[config.mk]
export PLATFORM = sky130hd
export DESIGN_NAME = axi_lite_master_cmd
export DESIGN_NICKNAME = d
export VERILOG_FILES = /design/src/rtl/axi_lite_master_cmd.sv
export SDC_FILE = /design/constraint.sdc
export NUM_CORES = 1
export LEC_CHECK = 0
export CORE_MARGIN = 3
export CORE_UTILIZATION = 30
export CTS_CLUSTER_SIZE = 25
export DETAILED_ROUTE_END_ITERATION = 10
export HOLD_SLACK_MARGIN = 0.02
export MAX_ROUTING_LAYER = met4
export PLACE_DENSITY = 0.67
export SETUP_SLACK_MARGIN = 0.2
export SLEW_MARGIN = 20
export SYNTH_ARGS = -nofsm -noshare
export SYNTH_HDL_FRONTEND = slang
export SYNTH_SLANG_ARGS = --single-unit
[constraint.sdc]
create_clock -name m_axi_aclk -period 4.1 [get_ports m_axi_aclk]
set_clock_uncertainty 0.05 [all_clocks]
set_input_delay 0.82 -clock m_axi_aclk [delete_from_list [all_inputs] [get_ports m_axi_aclk]]
set_output_delay 0.82 -clock m_axi_aclk [all_outputs]
set_load 0.05 [all_outputs]
[src/rtl/axi_lite_master_cmd.sv]
// Single-outstanding AXI4-Lite master: one command in, one bus transaction, one response out.
// Optional macro AXIL_MASTER_ALIGN_CHECK_EN rejects unaligned commands locally with SLVERR.
module axi_lite_master_cmd #(
    parameter int unsigned ADDR_WIDTH = 32,
    parameter logic [2:0]  AXI_PROT   = 3'b000
) (
    input  logic                  m_axi_aclk,
    input  logic                  m_axi_areset,
    input  logic                  cmd_valid,
    output logic                  cmd_ready,
    input  logic                  cmd_write,
    input  logic [ADDR_WIDTH-1:0] cmd_addr,
    input  logic [31:0]           cmd_wdata,
    input  logic [3:0]            cmd_wstrb,
    output logic                  rsp_valid,
    input  logic                  rsp_ready,
    output logic                  rsp_write,
    output logic [31:0]           rsp_rdata,
    output logic [1:0]            rsp_resp,
    output logic [ADDR_WIDTH-1:0] m_axi_awaddr,
    output logic [2:0]            m_axi_awprot,
    output logic                  m_axi_awvalid,
    input  logic                  m_axi_awready,
    output logic [31:0]           m_axi_wdata,
    output logic [3:0]            m_axi_wstrb,
    output logic                  m_axi_wvalid,
    input  logic                  m_axi_wready,
    input  logic [1:0]            m_axi_bresp,
    input  logic                  m_axi_bvalid,
    output logic                  m_axi_bready,
    output logic [ADDR_WIDTH-1:0] m_axi_araddr,
    output logic [2:0]            m_axi_arprot,
    output logic                  m_axi_arvalid,
    input  logic                  m_axi_arready,
    input  logic [31:0]           m_axi_rdata,
    input  logic [1:0]            m_axi_rresp,
    input  logic                  m_axi_rvalid,
    output logic                  m_axi_rready
);

    typedef enum logic [2:0] {
        IDLE,
        WADDR,
        WRESP,
        RADDR,
        RDATA,
        RSP
    } state_t;

    state_t                state;
    logic [ADDR_WIDTH-1:0] addr_reg;
    logic                  misaligned;
    logic                  aw_done;
    logic                  w_done;

    // AW and AR share one address register; only one of them is ever valid.
    assign m_axi_awaddr = addr_reg;
    assign m_axi_araddr = addr_reg;
    assign m_axi_awprot = AXI_PROT;
    assign m_axi_arprot = AXI_PROT;

    always_comb begin
        misaligned = 1'b0;
`ifdef AXIL_MASTER_ALIGN_CHECK_EN
        misaligned = (cmd_addr[1:0] != 2'b00);
`endif
    end

    // A channel counts as done once its valid has dropped or it handshakes this cycle.
    assign aw_done = !m_axi_awvalid || m_axi_awready;
    assign w_done  = !m_axi_wvalid  || m_axi_wready;

    always_ff @(posedge m_axi_aclk) begin
        if (m_axi_areset) begin
            state         <= IDLE;
            cmd_ready     <= 1'b1;
            addr_reg      <= '0;
            m_axi_wdata   <= '0;
            m_axi_wstrb   <= '0;
            m_axi_awvalid <= 1'b0;
            m_axi_wvalid  <= 1'b0;
            m_axi_bready  <= 1'b0;
            m_axi_arvalid <= 1'b0;
            m_axi_rready  <= 1'b0;
            rsp_valid     <= 1'b0;
            rsp_write     <= 1'b0;
            rsp_rdata     <= '0;
            rsp_resp      <= '0;
        end else begin
            case (state)
                IDLE: begin
                    if (cmd_valid) begin
                        cmd_ready   <= 1'b0;
                        addr_reg    <= cmd_addr;
                        m_axi_wdata <= cmd_wdata;
                        m_axi_wstrb <= cmd_wstrb;
                        if (misaligned) begin
                            state     <= RSP;
                            rsp_valid <= 1'b1;
                            rsp_write <= cmd_write;
                            rsp_rdata <= '0;
                            rsp_resp  <= 2'b10;
                        end else if (cmd_write) begin
                            state         <= WADDR;
                            m_axi_awvalid <= 1'b1;
                            m_axi_wvalid  <= 1'b1;
                        end else begin
                            state         <= RADDR;
                            m_axi_arvalid <= 1'b1;
                        end
                    end
                end
                WADDR: begin
                    if (m_axi_awready) m_axi_awvalid <= 1'b0;
                    if (m_axi_wready)  m_axi_wvalid  <= 1'b0;
                    if (aw_done && w_done) begin
                        state        <= WRESP;
                        m_axi_bready <= 1'b1;
                    end
                end
                WRESP: begin
                    if (m_axi_bvalid) begin
                        state        <= RSP;
                        m_axi_bready <= 1'b0;
                        rsp_valid    <= 1'b1;
                        rsp_write    <= 1'b1;
                        rsp_rdata    <= '0;
                        rsp_resp     <= m_axi_bresp;
                    end
                end
                RADDR: begin
                    if (m_axi_arready) begin
                        state         <= RDATA;
                        m_axi_arvalid <= 1'b0;
                        m_axi_rready  <= 1'b1;
                    end
                end
                RDATA: begin
                    if (m_axi_rvalid) begin
                        state        <= RSP;
                        m_axi_rready <= 1'b0;
                        rsp_valid    <= 1'b1;
                        rsp_write    <= 1'b0;
                        rsp_rdata    <= m_axi_rdata;
                        rsp_resp     <= m_axi_rresp;
                    end
                end
                RSP: begin
                    if (rsp_ready) begin
                        state     <= IDLE;
                        rsp_valid <= 1'b0;
                        cmd_ready <= 1'b1;
                    end
                end
                default: begin
                    state     <= IDLE;
                    cmd_ready <= 1'b1;
                end
            endcase
        end
    end

endmodule

# --- After elaboration in Yosys (flattened, before gate mapping) ---
# Index checks and enable logic that the tools add are counted.
word_totals:
  reg_bits: 113
  out_inout_bits: 148
op_classes:
  n_bitwise: 1
  reduce_logical: 23
  muxes: 38
  n_eq_ne: 15
op_table:
  columns: ["op", "count"]
  rows:
  - ["two-way mux 32 bit", 2]
  - ["case mux 32 bit (2 select lines)", 1]
  - ["inequality test 2 bit, second input constant", 10]
  - ["two-way mux 3 bit", 6]
  - ["case mux 3 bit (6 select lines)", 1]
  - ["two-way mux 1 bit", 16]
  - ["AND reduction 4 bit", 4]
  - ["case mux 1 bit (2 select lines)", 6]
  - ["AND reduction 3 bit", 4]
  - ["nonzero test 2 bit", 5]
  - ["equality test 3 x 2 -> 1 bit, second input constant", 2]
  - ["equality test 3 bit, second input constant", 2]
  - ["two-way mux 2 bit", 3]
  - ["case mux 1 bit (3 select lines)", 2]
  - ["AND reduction 6 bit", 1]
  - ["case mux 2 bit (2 select lines)", 1]
  - ["OR reduction 4 bit", 1]
  - ["equality test 3 x 1 -> 1 bit, second input constant", 1]
  - ["zero test 3 bit", 1]
  - ["nonzero test 3 bit", 1]
  - ["zero test 1 bit", 2]
  - ["logical OR 1 bit", 2]
  - ["AND reduction 2 bit", 1]
  - ["logical AND 1 bit", 1]
  - ["NOT 1 bit", 1]

# --- Longest topological paths before layout ---
# Gate-level depths: netlist of the first run.
depth:
  ltp_word: 5
  depth_mapped: 8
  ltp_nobuf: 4

# --- Worst setup path before layout of the first run ---
# Ideal clock, no wire load.
synth_path:
  path_type: "input to register"
  startpoint: "input port cmd_valid"
  endpoint: "register cmd_ready"
  setup_time_ns: 0.122
  stages: 4
  n_path_buf: 2
  t_arrival_ns: 1.834
  slack_ns: 2.094
  path_cell_list: "or4b_4 buf_6 buf_6 a221o_1"
synth_via:
  elab_chain_len: 2
synth_rtl:
  columns: ["item", "line", "text"]
  rows:
  - ["start, declared", "9", "input logic cmd_valid,"]
  - ["inequality test 2 bit (no source line)", null, null]
  - ["AND reduction 3 bit (no source line)", null, null]
  - ["end signal, assigned", "76", "cmd_ready <= 1'b1;"]
  - ["end signal, assigned", "93", "cmd_ready <= 1'b0;"]
  - ["end signal, assigned", "152", "cmd_ready <= 1'b1;"]
  - ["end, declared", "10", "output logic cmd_ready,"]
# No other way between the ends.
# A chain may end at the register's enable or synchronous reset.

# --- Final worst setup path of the first run ---
layout_path:
  startpoint: "register addr_reg[24], in the netlist m_axi_araddr[24]"
  endpoint: "output port m_axi_araddr[24]"
layout_rtl:
  columns: ["item", "line", "text"]
  rows:
  - ["start, declared", "51", "logic [ADDR_WIDTH-1:0] addr_reg;"]
  - ["start signal, assigned", "94", "addr_reg <= cmd_addr;"]
  - ["end, declared", "31", "output logic [ADDR_WIDTH-1:0] m_axi_araddr,"]
# No word-level cell between the ends.

==> results of run 1 <==
[layout make-up]
class                   count  area share (%)
clock buffers              21            6.33
clock inverters            11            1.55
inverters                   4           0.206
multi-input cells         328            22.2
flip-flops and latches    113            31.1
well taps                 180            3.10
repair buffers            259            35.5
[cells in the final DEF (no fill, tap or decap)]
cell type,count
clkdlybuf4s50_1,254
nand2_1,141
dfxtp_1,113
a21oi_1,78
nor2_1,38
a22oi_1,32
clkbuf_16,17
conb_1,6
clkinv_2,6
inv_1,4
a311oi_1,4
o21ai_0,4
buf_4,4
nand2b_1,3
clkinvlp_4,3
mux2i_1,2
o22ai_1,2
a211oi_1,2
a31oi_1,2
bufinv_16,2
clkbuf_1,2
clkbuf_8,2
nor4bb_4,1
nand4bb_1,1
nor2b_2,1
nor2b_1,1
nor3b_1,1
a2111o_1,1
o21a_1,1
nor4b_4,1
or4b_4,1
a21o_1,1
a221o_1,1
o221ai_1,1
or3b_2,1
nor3_1,1
buf_6,1
[sequential cells by signal (all words and copies together), names as in the netlist]
| register | cells |
|---|---|
| m_axi_wvalid | 1 |
| m_axi_arvalid | 1 |
| m_axi_wstrb | 4 |
| rsp_write | 1 |
| m_axi_rready | 1 |
| m_axi_bready | 1 |
| m_axi_araddr | 32 |
| cmd_ready | 1 |
| state | 3 |
| rsp_rdata | 32 |
| m_axi_wdata | 32 |
| rsp_resp | 2 |
| m_axi_awvalid | 1 |
| rsp_valid | 1 |
[through the flow]
step | setup slack (ns) | hold WS (ns)
6_report | 1.60 | 0.402
5_1_grt | 1.53 | 0.421
4_1_cts | 1.54 | 0.405
3_5_place_dp | 1.27 | 0.397
3_3_place_gp | 1.31 | 0.392
2_1_floorplan | 2.09 | 0.514
[cells by family (layout without fill, tap and decap cells)]
family          count (synthesis)  in the layout  share of synthesized area, %
compound gates                129            129                          17.8
buf+inv                        82            295                          11.1
flops                         113            113                          52.3
mux                             2              2                         0.463
other cells                     1              6                        0.0868
simple gates                  191            191                          18.1
[how the worst min path moves through the flow]
| stage | startpoint | to | cells after the start |
|---|---|---|---|
| 5_1_grt | m_axi_wdata[7] | m_axi_wdata[7] | 2 |
| 3_5_place_dp | m_axi_wdata[1] | m_axi_wdata[1] | 2 |
| 6_report | m_axi_wdata[23] | m_axi_wdata[23] | 2 |
| 3_3_place_gp | m_axi_wdata[12] | m_axi_wdata[12] | 2 |
| 2_1_floorplan | state[1] | rsp_write | 2 |
| 4_1_cts | m_axi_wdata[1] | m_axi_wdata[1] | 2 |
[where the power goes]
part / internal, uW / switching [uW] / leakage, uW / total (uW)
Clock: 918 / 487 / 0.000278 / 1410
Combinational: 496 / 936 / 0.00142 / 1430
Sequential: 1230 / 110 / 0.000922 / 1340
Total: 2650 / 1530 / 0.00262 / 4180
[metal layers]
layer  GRT usage (%)  up-vias  wire length (microns)
met4            6.18        0                    227
li1                -     2098                      -
met5               -        -                      0
met3            5.00       18                   1160
met2            26.0      216                   6130
met1            20.0     1953                   5580
==> reports/results.txt, run 1 <==
status: complete, no violations
largest net degree at the start of global routing: 114
crit-path cells: clkdlybuf4s50_1
hold_buf cts: 0
Synth area leaders: dfxtp_1, nand2_1, a21oi_1
Setup crit start: m_axi_araddr[24]
min Tclk post-route: 2.50 ns
DRT Pass-1 Iters: 4
Max Cap Viol: 0
Post-synth EDFFs: 0
Max transition margin: 44.2%
Placement Cell Area: 6700 sq um
sequential fraction of the synthesis area: 52.3%
CTS H-tree depth: 4
clk buf depth: 2
critical path arrival: 1.63 ns
Critical Path Slowest Stage Cell: clkdlybuf4s50_1
Post-synth ARST share: 0%
Max Freq: 399 MHz
CTS Buf Count: 17
Max FO, Critical Path: 3
Synth Flop Type: dfxtp_1
HP Class: reg2reg
register bit count reported by yosys: 113
Synth top cells by count: nand2_1, dfxtp_1, a21oi_1
Die Wd: 126 microns
final wirelength: 13100 microns
syn avg cell area: 8.34 sq um
CTS tree: done
count leader, synth: nand2_1
Final Cycle Share: 61.1%
worst-margin pin slew: 0.837 ns
Via density: 4.68
initial core utilization: 30.9%
final std cell area, no fill: 7270 sq um
CP Launch Type: flip-flop
Max IR drop VDD: 252 uV
Nets: 837
Top Ports: 262
Mapped Area: 4320 sq um
multi-input logic area: 1610 sq um
CTS clock-pin slew for the worst setup and hold paths: 0.05 ns
post-synthesis cell count: 518
row count: 43
Post-Route Utilization: 52.0%
vias: 4285
grt total ovfl: 0
Reg-to-Reg End: cmd_ready
Buf+Inv Stages, Crit Path: 1
FF/Latch Area: 2260 sq um
Pwr Density: 575 nW/um^2
initial DRC count: 230
Netlist cell types: 32
cell total after placement: 884
RSZ-0062 raised after global routing: no
layout cell share with drive strength beyond 1: 5.43%
Reg2Reg Launch Point: state[0]
CP endpoint kind: primary output
hpwl dp: 9200 microns
post-synth top area share: 52.3%
fin cells: 916
Total GRT Usage: 16.5%
die area: 15900 sq um
CP Data Required Time: 3.23 ns
Static Leak: 0.00262 uW
Clock Tree Root: clkbuf_16
first-pass GRT wire length: 20700 microns
core area: 14000 sq um
max-slew violations: 0
R2R Setup Slk: 2.04 ns
Area Growth Syn to Fin: 68.3%
slowest cell delay on critical path: 0.83 ns
Clk Latency, worst-skew pair: 0.39 ns
crit path capture: m_axi_araddr[24]
Final TNS setup: 0 ns
Final Hold Vio Count: 0
Port Buf Inserts: 255
post-cts sizing count: 0
setup violators final: 0
postcts setup bufs: 0
Crit path depth: 1
filler cell count: 1260
via count of the first global-routing pass: 4094
DR WL/cell: 14.3 microns
routability cong.: 0.841
Total Power: 4180 uW
# diodes: 0
DRC: 0
Crit Path Class: reg2out
clock sinks: 113
post-synth top area cell: dfxtp_1
antenna viol nets, final: 0
cell count of the worst reg-to-reg path: 2
crit-path leading delay family: buffers and inverters
Die Y: 126 microns
initial antenna violation count: 0
Synthesis Warnings: 0
Note: power is estimated with default switching activity, not from simulation.
==> inputs of run 2 (changes only) <==
==> constraint.sdc (replaced) <==
create_clock -name m_axi_aclk -period 2.5 [get_ports m_axi_aclk]
set_clock_uncertainty 0.05 [all_clocks]
set_input_delay 0.5 -clock m_axi_aclk [delete_from_list [all_inputs] [get_ports m_axi_aclk]]
set_output_delay 0.5 -clock m_axi_aclk [all_outputs]
set_load 0.05 [all_outputs]
==> reports/results.txt, run 2 (synthesis results as in run 1) <==
Area Growth Syn to Fin: 71.0%
postcts setup bufs: 0 (unchanged)
min Tclk post-route: 2.20 ns
filler cell count: 1303 (+3.4%)
Pwr Density: 960 nW/um^2 (+67%)
grt total ovfl: 0 (unchanged)
crit-path leading delay family: buffers and inverters
max-slew violations: 0 (unchanged)
Die Y: 126 microns (unchanged)
Total GRT Usage: 16.9% (+0.35 points)
Max FO, Critical Path: 3 (unchanged)
most frequent cells in the layout: clkdlybuf4s50_1, nand2_1, dfxtp_1, a21oi_1, nor2_1
Static Leak: 0.00269 uW (+2.4%)
clk buf depth: 2 (unchanged)
Reg2Reg Launch Point: state[2]
die area: 15900 sq um (unchanged)
hold path depth: 2 (unchanged)
worst-margin pin slew: 0.745 ns (-0.0917 ns)
CTS clock-pin slew for the worst setup and hold paths: 0.05 ns (about the same)
Critical Path Slowest Stage Cell: clkdlybuf4s50_1
cell total after placement: 890 (+0.68%)
R2R Setup Slk: 0.45 ns (-1.59 ns)
critical path arrival: 1.65 ns (+0.02 ns)
DR WL/cell: 14.4 microns (+0.44%)
initial antenna violation count: 0 (unchanged)
CTS Buf Count: 17 (unchanged)
routability cong.: 0.845 (+0.46%)
Max IR drop VDD: 412 uV (+64%)
Final Hold Vio Count: 0 (unchanged)
fin cells: 921 (+0.55%)
cell count of the worst reg-to-reg path: 5 (+3)
final wirelength: 13200 microns (+0.99%)
final std cell area, no fill: 7390 sq um (+1.6%)
CTS H-tree depth: 4 (unchanged)
Max transition margin: 50.2% (+6.0 points)
hpwl dp: 9370 microns (+1.9%)
# diodes: 0 (unchanged)
core area: 14000 sq um (unchanged)
CP endpoint kind: primary output
vias: 4320 (+0.82%)
status: complete, no violations
first-pass GRT wire length: 21100 microns (+2.0%)
slowest cell delay on critical path: 0.84 ns (about the same)
RSZ-0062 raised after global routing: no
initial core utilization: 30.9% (unchanged)
Post-Route Utilization: 52.8% (+0.84 points)
Clk Latency, worst-skew pair: 0.40 ns (about the same)
Placement Cell Area: 6770 sq um (+1.1%)
Die Wd: 126 microns (unchanged)
clock sinks: 113 (unchanged)
hold_buf cts: 0 (unchanged)
post-cts sizing count: 0 (unchanged)
Clock Tree Root: clkbuf_16
Reg-to-Reg End: rsp_resp[1]
DRT Pass-1 Iters: 5 (+1)
largest net degree at the start of global routing: 72 (-37%)
Final Cycle Share: 88.0%
Port Buf Inserts: 255 (unchanged)
Crit Path Class: reg2out
Buf+Inv Stages, Crit Path: 1 (unchanged)
row count: 43 (unchanged)
Top Ports: 262 (unchanged)
CP Data Required Time: 1.95 ns (-1.28 ns)
via count of the first global-routing pass: 4285 (+4.7%)
Max Freq: 455 MHz
Max Cap Viol: 0 (unchanged)
WHS Endpoint: m_axi_wdata[6]
setup violators final: 0 (unchanged)
commonest non-fill, non-tap cell in the layout: clkdlybuf4s50_1
CP Launch Type: flip-flop
antenna viol nets, final: 0 (unchanged)
crit-path cells: clkdlybuf4s50_1
initial DRC count: 260 (+13%)
DRC: 0 (unchanged)
Nets: 843 (+0.72%)
CTS tree: done
layout cell share with drive strength beyond 1: 6.07% (+0.64 points)
Worst Hold Launch: m_axi_wdata[6]
Via density: 4.69 (+0.27%)
HP Class: reg2reg
==> run 2: final cells by class <==
type	count	area, sq um	share of cell area [%]
clock buffer	21	460	6.23
clock inverter	10	159	2.15
tap	180	225	3.05
inverter	4	15.0	0.203
timing repair buffer	265	2650	35.9
multi-input combinational	328	1620	21.9
sequential	113	2260	30.6
==> run 2: tightest hold or removal path, cell delays in order (launching register included) <==
cell and delay, ns:
dfxtp_1 0.30, nand2_1 0.05, a21oi_1 0.05
==> run 2: worst max path at each step <==
stage                startpoint               end  cells after the start
4_1_cts        m_axi_araddr[24]  m_axi_awaddr[24]                      1
6_report       m_axi_araddr[24]  m_axi_awaddr[24]                      1
2_1_floorplan          state[0]         cmd_ready                      5
3_5_place_dp       m_axi_rvalid       rsp_resp[1]                      6
5_1_grt        m_axi_araddr[24]  m_axi_awaddr[24]                      1
3_3_place_gp       m_axi_rvalid     rsp_rdata[30]                      5
==> run 2: where the power goes <==
| part | internal (uW) | leakage (uW) | switching (uW) |
|---|---|---|---|
| logic | 841 | 0.00147 | 1560 |
| clock network | 1710 | 0.000299 | 797 |
| registers | 2020 | 0.000922 | 165 |
| total | 4570 | 0.00269 | 2530 |
==> run 2: through the flow <==
stage                     setup TNS [ns]  total power, uW  hold slack, ns  worst slack, ns
final                                  0             7100           0.401            0.301
after global routing                   0             7400           0.416            0.242
after CTS                              0             7180           0.404            0.259
after detailed placement               0             4640           0.396          0.00854
after global placement            -0.518             4610           0.392          -0.0371
after floorplan                        0             3860           0.514            0.803
==> run 2: routing by layer <==
metal,share of wire (%),vias up,GRT usage (%)
li1,-,2107,-
met1,42,1985,19.4
met2,48,207,26.9
met3,8.6,21,5.85
met4,1.9,0,6.88
met5,0,-,-
==> inputs of run 3 (changes only) <==
--- a/config.mk
+++ b/config.mk
@@ -7,7 +7,6 @@
 export LEC_CHECK = 0
 export CORE_MARGIN = 3
 export CORE_UTILIZATION = 30
-export CTS_CLUSTER_SIZE = 25
 export DETAILED_ROUTE_END_ITERATION = 10
 export HOLD_SLACK_MARGIN = 0.02
 export MAX_ROUTING_LAYER = met4
==> constraint.sdc (replaced) <==
create_clock -name m_axi_aclk -period 2.5 [get_ports m_axi_aclk]
set_clock_uncertainty 0.05 [all_clocks]
set_input_delay 0.25 -clock m_axi_aclk [delete_from_list [all_inputs] [get_ports m_axi_aclk]]
set_output_delay 0.25 -clock m_axi_aclk [all_outputs]
set_load 0.05 [all_outputs]
==> reports/results.txt, run 3 (synthesis results as in run 1) <==
status: complete, no violations
antenna viol nets, final: 0 (unchanged)
Placement Cell Area: 6750 sq um (-0.33%)
Top Ports: 262 (unchanged)
RSZ-0062 raised after global routing: no
core area: 14000 sq um (unchanged)
worst-margin pin slew: 0.594 ns (-0.151 ns)
Clock Tree Root: clkbuf_16
Die Wd: 126 microns (unchanged)
Final TNS setup: 0 ns (unchanged)
die area: 15900 sq um (unchanged)
largest net degree at the start of global routing: 72 (unchanged)
Max IR drop VDD: 358 uV (-13%)
Total GRT Usage: 17.0% (+0.17 points)
Worst Hold Launch: m_axi_areset
CTS clock-pin slew for the worst setup and hold paths: 0.05 ns (about the same)
# diodes: 0 (unchanged)
initial DRC count: 201 (-23%)
Final Cycle Share: 77.4% (-11 points)
CTS H-tree depth: 4 (unchanged)
hpwl dp: 9480 microns (+1.2%)
Max transition margin: 60.3% (+10 points)
clk buf depth: 2 (unchanged)
Max Cap Viol: 0 (unchanged)
Buf+Inv Stages, Crit Path: 1 (unchanged)
hold_buf cts: 0 (unchanged)
crit-path cells: clkdlybuf4s50_1
setup violators final: 0 (unchanged)
final std cell area, no fill: 7390 sq um (about the same)
row count: 43 (unchanged)
Clk Latency, worst-skew pair: 0.40 ns (about the same)
DRC: 0 (unchanged)
post-cts sizing count: 0 (unchanged)
most frequent cells in the layout: clkdlybuf4s50_1, nand2_1, dfxtp_1, a21oi_1, nor2_1
critical path arrival: 1.63 ns (-0.02 ns)
Via density: 4.62 (-1.5%)
Port Buf Inserts: 255 (unchanged)
Final Hold Vio Count: 0 (unchanged)
DRT Pass-1 Iters: 4 (-1)
max-slew violations: 0 (unchanged)
postcts setup bufs: 0 (unchanged)
Area Growth Syn to Fin: 71.0% (about the same)
CTS Buf Count: 17 (unchanged)
CP Data Required Time: 2.20 ns (+0.25 ns)
Max FO, Critical Path: 3 (unchanged)
filler cell count: 1273 (-2.3%)
Pwr Density: 972 nW/um^2 (+1.2%)
CP Launch Type: flip-flop
DR WL/cell: 14.6 microns (+1.6%)
HP Class: in2reg
Crit Path Class: reg2out
initial core utilization: 30.9% (unchanged)
routability cong.: 0.830 (-1.8%)
grt total ovfl: 0 (unchanged)
Setup crit start: m_axi_araddr[24]
Max Freq: 517 MHz (+14%)
Static Leak: 0.00267 uW (-0.57%)
final wirelength: 13400 microns (+1.3%)
commonest non-fill, non-tap cell in the layout: clkdlybuf4s50_1
initial antenna violation count: 0 (unchanged)
min Tclk post-route: 1.93 ns (-0.265 ns)
clock sinks: 113 (unchanged)
crit-path leading delay family: buffers and inverters
CTS tree: done
via count of the first global-routing pass: 4168 (-2.7%)
Die Y: 126 microns (unchanged)
Reg2Reg Launch Point: state[1]
first-pass GRT wire length: 21100 microns (about the same)
Critical Path Slowest Stage Cell: clkdlybuf4s50_1
slowest cell delay on critical path: 0.83 ns (about the same)
CP endpoint kind: primary output
Nets: 839 (-0.47%)
layout cell share with drive strength beyond 1: 5.69% (-0.38 points)
vias: 4242 (-1.8%)
## run 3: worst reg2reg max path, cell delays in order, from the launching register on
cell and delay (ns):
dfxtp_1 0.64, nand4bb_1 0.30, nor2b_2 0.26, buf_4 0.25
a22oi_1 0.20, nor2_1 0.06
## run 3: where the power goes
part | switching, uW | leakage, uW | internal [uW]
clock network | 815 | 0.000305 | 1770
registers | 165 | 0.000922 | 2020
logic | 1570 | 0.00145 | 844
## run 3: layout make-up
type	count	area, sq um	share of cell area [%]
multi-input combinational	328	1610	21.8
clock inverter	9	153	2.07
tap	180	225	3.05
timing repair buffer	261	2630	35.6
inverter	4	15.0	0.203
sequential	113	2260	30.6
clock buffer	23	488	6.60
## run 3: worst paths after layout
check                           slack, ns                to  cells after the start
worst max-delay path                 0.57  m_axi_araddr[24]                      1
worst min-delay path                 0.29   m_axi_wdata[12]                      2
worst max register to register       0.61     rsp_rdata[19]                      5
worst min register to register       0.40   m_axi_wdata[16]                      2
## run 3: metrics by stage
step / cells / hold slack (ns) / setup slack [ns] / total power [uW] / utilization (%)
3_5_place_dp: 886 / 0.396 / 0.388 / 4650 / 48.2
2_1_floorplan: 523 / 0.297 / 0.803 / 3860 / -
3_3_place_gp: 886 / 0.391 / 0.436 / 4610 / 48.2
6_report: 918 / 0.292 / 0.566 / 7180 / 52.8
5_1_grt: 918 / 0.303 / 0.432 / 7490 / 52.8
4_1_cts: 918 / 0.263 / 0.527 / 7270 / 52.8
## run 3: metal layers
layer,up-vias,track usage [%],routed length [microns]
met5,-,-,0
met4,0,6.37,206
met3,18,6.15,1150
met2,195,27.5,6450
met1,1930,19.4,5600
li1,2099,-,-
